$ cat src/rtl/fc_layer_sequencer.sv
// Fully connected layer sequencer: drives one MAC through out[r] = sum_c W[r][c]*feat[c],
// issuing row-major reads and streaming each finished row over a valid/ready handshake.
module fc_layer_sequencer #(
  parameter int BITWIDTH = 32,
  parameter int N_IN     = 10,
  parameter int N_OUT    = 10,
  localparam int CW = (N_IN  > 1) ? $clog2(N_IN)  : 1,
  localparam int RW = (N_OUT > 1) ? $clog2(N_OUT) : 1
) (
  input  logic                clk,
  input  logic                rst,
  input  logic                start,
  output logic                busy,
  output logic                done,
  output logic                rd_en,
  output logic [CW-1:0]       feat_addr,
  output logic [RW-1:0]       wgt_row,
  output logic [CW-1:0]       wgt_col,
  input  logic [BITWIDTH-1:0] feat_data,
  input  logic [BITWIDTH-1:0] wgt_data,
  output logic                out_valid,
  input  logic                out_ready,
  output logic [RW-1:0]       out_idx,
  output logic [BITWIDTH-1:0] out_data
);

  typedef enum logic [2:0] {
    ST_IDLE  = 3'd0,
    ST_RUN   = 3'd1,
    ST_DRAIN = 3'd2,
    ST_EMIT  = 3'd3,
    ST_DONE  = 3'd4
  } state_t;

  localparam logic [CW-1:0] COL_LAST = CW'(N_IN - 1);
  localparam logic [RW-1:0] ROW_LAST = RW'(N_OUT - 1);

  state_t              state_r;
  logic [CW-1:0]       col_r;
  logic [RW-1:0]       row_r;
  logic [BITWIDTH-1:0] acc_r;
  logic                rd_d_r;
  logic [BITWIDTH-1:0] prod_s;

  // Product truncated to BITWIDTH bits; operands arrive one cycle after the read strobe.
  assign prod_s    = feat_data * wgt_data;
  assign feat_addr = col_r;
  assign wgt_col   = col_r;
  assign wgt_row   = row_r;

  // Sequencer FSM with registered control and result outputs.
  always_ff @(posedge clk or posedge rst) begin
    if (rst) begin
      state_r   <= ST_IDLE;
      col_r     <= {CW{1'b0}};
      row_r     <= {RW{1'b0}};
      acc_r     <= {BITWIDTH{1'b0}};
      rd_d_r    <= 1'b0;
      busy      <= 1'b0;
      done      <= 1'b0;
      rd_en     <= 1'b0;
      out_valid <= 1'b0;
      out_idx   <= {RW{1'b0}};
      out_data  <= {BITWIDTH{1'b0}};
    end else begin
      rd_d_r <= rd_en;
      done   <= 1'b0;
      case (state_r)
        ST_IDLE: begin
          if (start) begin
            row_r   <= {RW{1'b0}};
            col_r   <= {CW{1'b0}};
            acc_r   <= {BITWIDTH{1'b0}};
            rd_en   <= 1'b1;
            busy    <= 1'b1;
            state_r <= ST_RUN;
          end else begin
            state_r <= ST_IDLE;
          end
        end
        ST_RUN: begin
          if (rd_d_r) begin
            acc_r <= acc_r + prod_s;
          end else begin
            acc_r <= acc_r;
          end
          if (col_r == COL_LAST) begin
            rd_en   <= 1'b0;
            state_r <= ST_DRAIN;
          end else begin
            col_r   <= col_r + CW'(1);
            state_r <= ST_RUN;
          end
        end
        ST_DRAIN: begin
          // The last column's operands land here; fold them straight into the result.
          out_data  <= acc_r + prod_s;
          out_idx   <= row_r;
          out_valid <= 1'b1;
          state_r   <= ST_EMIT;
        end
        ST_EMIT: begin
          if (out_ready) begin
            out_valid <= 1'b0;
            if (row_r == ROW_LAST) begin
              done    <= 1'b1;
              state_r <= ST_DONE;
            end else begin
              row_r   <= row_r + RW'(1);
              col_r   <= {CW{1'b0}};
              acc_r   <= {BITWIDTH{1'b0}};
              rd_en   <= 1'b1;
              state_r <= ST_RUN;
            end
          end else begin
            state_r <= ST_EMIT;
          end
        end
        ST_DONE: begin
          busy    <= 1'b0;
          state_r <= ST_IDLE;
        end
        default: begin
          busy      <= 1'b0;
          rd_en     <= 1'b0;
          out_valid <= 1'b0;
          state_r   <= ST_IDLE;
        end
      endcase
    end
  end

endmodule

$ cat config.mk
export PLATFORM = sky130hd
export DESIGN_NAME = fc_layer_sequencer
export DESIGN_NICKNAME = d
export VERILOG_FILES = /design/src/rtl/fc_layer_sequencer.sv
export SDC_FILE = /design/constraint.sdc
export NUM_CORES = 1
export LEC_CHECK = 0
export ABC_AREA = 1
export CORE_AREA = 2 2 209 211
export DETAILED_ROUTE_END_ITERATION = 10
export DIE_AREA = 0 0 211 213
export PLACE_DENSITY = 0.72
export REMOVE_ABC_BUFFERS = 1
export SYNTH_ARGS = -nofsm -noshare
export SYNTH_HDL_FRONTEND = slang
export SYNTH_SLANG_ARGS = --single-unit
$ cat constraint.sdc
create_clock -name clk -period 5.6 [get_ports clk]
set_input_delay 1.12 -clock clk [delete_from_list [all_inputs] [get_ports clk]]
set_output_delay 1.12 -clock clk [all_outputs]
set_load 0.05 [all_outputs]
==> results of run 1 <==
==> metrics by stage <==
stage          hold slack, ns  instances
3_3_place_gp           0.4114       3635
5_1_grt                0.4491       3824
3_5_place_dp           0.3965       3635
6_report               0.4269       3824
4_1_cts                0.4281       3790
2_1_floorplan          0.4491       2677
==> cells in the mapped netlist, drive strengths merged, types with 8 or more instances <==
cell type / number / area, sq um
fa: 438 / 8768
o22ai: 10 / 118.9
nor2: 33 / 196.4
nand3b: 15 / 125.1
dfrtp: 84 / 2102
clkbuf: 72 / 270.3
a21oi: 33 / 172.7
buf: 51 / 295.3
nand2: 823 / 3104
inv: 889 / 3347
ha: 128 / 1602
nor3: 9 / 82.58
nand3: 97 / 485.5
xor2: 10 / 87.58
xnor2: 8 / 70.07
o21ai: 59 / 310.3
or2: 9 / 56.30
==> kinds of logic (layout without fill, tap and decap cells) <==
family / Yosys count / after routing
xor gates and xnor gates: 18 / 18
and+or+nand+nor: 996 / 996
AOI/OAI and AO/OA: 124 / 124
DFF: 84 / 84
adders and majority gates: 566 / 566
other: 0 / 1
buffers and inverters: 1012 / 1489
==> metal layers <==
metal / up-vias / share of wire / global-route usage
met1: 10020 / 0.36 / 0.4685
met4: 2 / 0.084 / 0.2326
met3: 387 / 0.11 / 0.09398
met2: 1198 / 0.44 / 0.5803
met5: - / 0.00016 / 0
li1: 8815 / - / -
==> worst paths after layout <==
check,end,start,cells past startpoint,slack [ns]
setup / recovery,out_data[31],wgt_data[4],30,-1.65
hold / removal,rd_d_r,rd_en,0,0.43
setup reg to reg,acc_r[25],acc_r[22],25,-0.86
hold reg to reg,rd_d_r,rd_en,0,0.43
max in group asynchronous,acc_r[17],rst,3,3.29
min in group asynchronous,out_data[0],rst,2,1.16
==> registers in the layout, summed over array words and instances (netlist names) <==
| register | flops |
|---|---|
| acc_r | 32 |
| out_data | 32 |
| feat_addr | 4 |
| out_idx | 4 |
| wgt_row | 4 |
| state_r | 3 |
| busy | 1 |
| done | 1 |
| out_valid | 1 |
| rd_d_r | 1 |
| rd_en | 1 |
==> critical path: cells and delay by family <==
kind                       cells  cell delay [ns]
AOI/OAI and AO/OA              1             0.15
buffers and inverters         13             1.06
and+or+nand+nor                7             0.66
adders and majority gates      9             4.50
==> what timing repair did <==
| action | in CTS | in global routing |
|---|---|---|
| hold buffers | 0 | 0 |
| setup endpoints to repair | 50 | 48 |
| resized for setup | 733 | 181 |
| gates cloned | 27 | 0 |
| pin swaps | 243 | 196 |
| buffers inserted | 116 | 40 |
==> area by class of cell <==
type	count	area share
Clock buffer	9	0.007475
Tap cell	546	0.02268
Timing Repair Buffer	584	0.2110
Clock inverter	7	0.002907
Sequential cell	84	0.06977
Antenna cell	1	0.00008306
Inverter	889	0.1115
Multi-Input combinational cell	1704	0.5746
==> metrics.md, run 1 <==
| Metric | Value |
|---|---|
| Clk pin slew, worst setup/hold paths | ~0.070 ns |
| Largest family of logic cells by synthesized area | adder cells |
| Post-route setup slack | -1.651 ns |
| Vias per cell | approximately 5.3 |
| F_max | ~140 MHz |
| Slew Viols, Final | 0 |
| Clock sinks | 84 |
| Fillcell total | slightly below 3,000 |
| Setup tns final | -62.70 ns |
| Vias | roughly 20,000 |
| XOR/XNOR Fraction of Synth Area | 0.007347 |
| Grt total ovfl | 0 |
| Final setup violation count | 48 |
| First-pass GRT wire length | 124,200 um |
| Syn. warnings | 0 |
| Post-place setup slack | -2.434 ns |
| CP max stage delay | roughly 0.57 ns |
| Distinct cells, synth | 53 |
| Drt initial violations | 1,808 |
| Top FF cell, synth | dfrtp_1 |
| Final-report hold violation count | 0 |
| Worst-path fanout max | 5 |
| Post-synthesis simple-gate area fraction | 0.1920 |
| Final instance area | 30,130 sq um |
| Crit Path Category | input pin to flop |
| Placeable core area | ~43,000 sq um |
| CTS buffer count | 9 |
| HP Class | flop to flop |
| Initial antenna violation count | 4 |
| Most common cell after layout, fill and taps aside | inv_1 |
| CTS tree | yes |
| DRC Markers | 1 |
| Fin crit share | 1.295 |
| Ys async rst share | 1.000 |
| Avg Cell Area, Syn | between 7 and 8 sq um |
| Total routed wirelength | 82,340 um |
| Clock Skews | a little under 0.007 ns |
| Most frequent cells in the layout | inv_1, nand2_1, fa_1 |
| Synthesized netlist cell count | approximately 2,800 |
| Area Overhead vs Synth | 40.41% |
| Largest net degree at the start of global routing | 53 |
| Seq cells post-synth | 84 |
| Dpl cell area | ~25,000 sq um |
| RD Place Congestion | 0.9798 |
| Overall die width | about 210 um |
| Total track usage | 0.3728 |
| Initial core utilization | 0.5025 |
| CP most frequent cell | fa_1 |
| Routed length per placed instance | 21.53 um |
| Tmin final | between 7 and 8 ns |
| Cell Rows | 76 |
| Clk_lat worst skew | 0.35 ns |
| Status | finished, violations left |
| Final ANT Viol Nets | 0 |
| CP max-delay cell | fa_1 |
| Worst slew pin tran | around 1.0 ns |
| Fin util | 0.7056 |
| Post-Syn Area | between 20,000 and 25,000 sq um |
| Die ar. | 44,940 sq um |
| Die Y | around 210 um |
| Worst EP arrival | around 7.5 ns |
| Crit path required time | a little under 6 ns |
| Ratio of cells with drive above 1 in the final layout | 0.3009 |
| Num ports | 120 |
| Post-DP HPWL | 54,290 um |
| H-Tree Depth | 3 |
| Post-synthesis mux area share | 0 |
| Compound-gate portion of the synthesized area | 0.03709 |
| Final nets | a little under 4,000 |
| Reg area | between 2000 and 2500 sq um |
| Vias in the first global route | ~22,000 |
| Multi-input logic area | 17,310 sq um |
| Adder-Cell Fraction of Synth Area | 0.4833 |
| Pre-Repair DR Iteration Count | 9 |
| Clock buffer depth | 2 |
| Worst setup EP type | flop |
| Post-synth EDFFs | 0 |
| Slew HR | 0.3058 |
| Unrepaired setup endpoints after global routing | yes |
| Failing checks | design-rule violations, negative setup slack |
| Seq/Total Area, Yosys | 0.09796 |
| Root buf cell | clkbuf_16 |
| PortBufs | approximately 120 |
| Startpoint class of the critical path | input pin |
| Max_cap viols | 0 |
Power of run 1 is not shown: default switching activity piles up to over one toggle a cycle in this logic, so the estimate is an artifact.
==> run 2: changes to the inputs <==
- ABC_AREA: 1 -> 0
- CORE_AREA: 2 2 209 211 -> 2 2 201 203
- DIE_AREA: 0 0 211 213 -> 0 0 203 205
- GPL_TIMING_DRIVEN: unset -> 0
- SLEW_MARGIN: unset -> 10
==> metrics.md, run 2 <==
| Metric | Value |
|---|---|
| Clock Skews | approximately 0.0068 ns |
| Synthesized netlist cell count | 2,154 |
| CTS buffer count | 9 |
| Placeable core area | a little under 40,000 sq um |
| Worst r2r src | acc_r[19] |
| Worst Hold Launch | rd_en |
| Routed length per placed instance | between 20 and 25 um |
| Clk_lat worst skew | 0.35 ns |
| Top-area cell type share of the netlist area | 0.4414 |
| Cts hold-fix bufs | 0 |
| Syn. warnings | 0 |
| Slew Viols, Final | 0 |
| Slew HR | 0.3413 |
| Ratio of cells with drive above 1 in the final layout | 0.1429 |
| Hold depth | 0 |
| Final setup violation count | 46 |
| PortBufs | roughly 120 |
| Most frequent cell after synthesis | inv_1 |
| Fin util | 0.6048 |
| Cell Rows | 73 |
| Grt total ovfl | 0 |
| Final nets | between 2,000 and 3,000 |
| DRC Markers | 0 |
| F_max | 136.1 MHz |
| Worst slew pin tran | 0.9856 ns |
| Worst setup EP type | flop |
| Num ports | 120 |
| Total routed wirelength | between 50,000 and 60,000 um |
| Biggest regs | acc_r: 32 flops, out_data: 32 flops |
| Clk pin slew, worst setup/hold paths | approximately 0.07 ns |
| Clock buffer depth | 2 |
| Final-report hold violation count | 0 |
| Distinct cells, synth | between 40 and 50 |
| Worst EP arrival | roughly 7.6 ns |
| Top FF cell, synth | dfrtp_1 |
| Failing checks | negative setup slack |
| Final instance area | 23,810 sq um |
| Drt initial violations | 1,069 |
| Reg-to-Reg End | acc_r[27] |
| Startpoint class of the critical path | input pin |
| Post-Syn Area | between 15,000 and 20,000 sq um |
| First-pass GRT wire length | ~92,000 um |
| Vias | 15,310 |
| Unrepaired setup endpoints after global routing | yes |
| Most common cell after layout, fill and taps aside | inv_1 |
| Fin crit share | 1.312 |
| Vias in the first global route | between 15,000 and 20,000 |
| RD Place Congestion | between 0.8 and 0.9 |
| Most frequent cells in the layout | inv_1, fa_1, nand2_1 |
| Tmin final | around 7.3 ns |
| CTS tree | yes |
| Die ar. | approximately 42,000 sq um |
| Crit Path Category | input pin to flop |
| Status | finished, violations left |
| Avg Cell Area, Syn | 9.223 sq um |
| Vias per cell | 5.509 |
| H-Tree Depth | 3 |
| Seq cells post-synth | 84 |
| Post-synth EDFFs | 0 |
| Final ANT Viol Nets | 0 |
| Post-route setup slack | -1.749 ns |
| Pre-Repair DR Iteration Count | 6 |
| Area Overhead vs Synth | 19.85% |
| Clock sinks | 84 |
| HP Class | flop to flop |
| Worst-path fanout max | 6 |
| Crit path required time | just under 6 ns |
| Max_cap viols | 0 |
| Reg2Reg Depth | 24 |
| Synth top cells by count | inv_1, fa_1, nand2_1, and2_1, ha_1 |
| Overall die width | about 200 um |
| Hold Path Sink | rd_d_r |
| Initial antenna violation count | 2 |
| Largest net degree at the start of global routing | between 50 and 60 |
| Initial core utilization | 0.5047 |
| Reg2Reg Setup Slack | -1.07 ns |
| Dpl cell area | around 21,000 sq um |
| Ys async rst share | 1.000 |
| Die Y | a little over 200 um |
| Root buf cell | clkbuf_16 |
| Seq/Total Area, Yosys | 0.1058 |
| Post-DP HPWL | between 30,000 and 40,000 um |
| Total track usage | 0.2882 |
| Post-synth top area cell | fa_1 |
| Ranking of synthesized cells by area | fa_1, dfrtp_1, inv_1, and2_1, ha_1 |
==> run 2: cell types whose count changed in the layout (fill, tap and decap cells not counted), moves of 63 or more <==
cell / delta
buf_6: -72
inv_2: -103
nand2_1: -447
inv_1: -279
nand3_1: -63
buf_4: -256
and2_1: +263
==> run 2: metrics by stage <==
stage / setup TNS [ns] / hold slack (ns) / setup slack [ns] / cells
after floorplan: -48.17 / 0.4498 / -1.715 / 2049
after global routing: -63.44 / 0.4632 / -1.933 / 2778
final: -57.05 / 0.4400 / -1.749 / 2780
after global placement: -144.79 / 0.4143 / -3.700 / 2693
after detailed placement: -142.75 / 0.4166 / -3.712 / 2696
after CTS: -49.47 / 0.4326 / -1.599 / 2763
==> run 2: cells by family after synthesis <==
| logic type | synth area share |
|---|---|
| compound gates | 0.04585 |
| xor+xnor | 0.04056 |
| simple gates | 0.1624 |
| buf+inv | 0.1151 |
| fa+ha+maj | 0.5220 |
| flops | 0.1058 |
| mux | 0.008376 |
==> run 2: critical path: stages <==
cell	delay, ns
buf_16	0.12
buf_6	0.11
and2_4	0.13
fa_1	0.55
inv_2	0.04
fa_1	0.52
inv_2	0.04
fa_1	0.51
inv_2	0.05
fa_1	0.47
inv_1	0.05
fa_1	0.46
fa_1	0.54
fa_1	0.55
inv_2	0.05
fa_1	0.56
inv_2	0.05
ha_4	0.27
nand2_2	0.06
or2_4	0.28
nor2_4	0.14
a21oi_4	0.09
o21ai_4	0.20
a31oi_4	0.14
xnor2_2	0.19
mux2_2	0.27
==> run 2: how the worst max path moves through the flow <==
stage                               to          start  slack (ns)
after floorplan           out_data[28]    wgt_data[2]       -1.71
after global placement    out_data[27]    wgt_data[0]       -3.70
after detailed placement  out_data[27]    wgt_data[1]       -3.71
after CTS                    acc_r[28]  feat_data[17]       -1.60
after global routing         acc_r[28]  feat_data[17]       -1.93
final                     out_data[31]    wgt_data[4]       -1.75
==> run 2: layer usage <==
metal	up-vias	GRT usage	share of wire
met3	173	0.05075	0.085
met5	-	0	0
met1	7962	0.3758	0.38
met4	0	0.1048	0.043
met2	736	0.4851	0.49
li1	6443	-	-
==> run 2: what timing repair did <==
| item | CTS | global route |
|---|---|---|
| buffers inserted | 38 | 17 |
| gates resized for setup | 552 | 56 |
| pin swaps | 85 | 67 |
| gates cloned | 13 | 0 |
| endpoints found under the setup margin | 52 | 46 |
==> run 2: layout make-up <==
cell class	instances	area, sq um
clock buffers	9	225.2
repair buffers	188	2434
clock inverters	7	81.33
well taps	525	656.9
multi-input cells	1465	16430
diodes	2	5.005
fillers	3121	15560
flip-flops and latches	84	2102
inverters	500	1879
Power of run 2 is left out for the same reason.
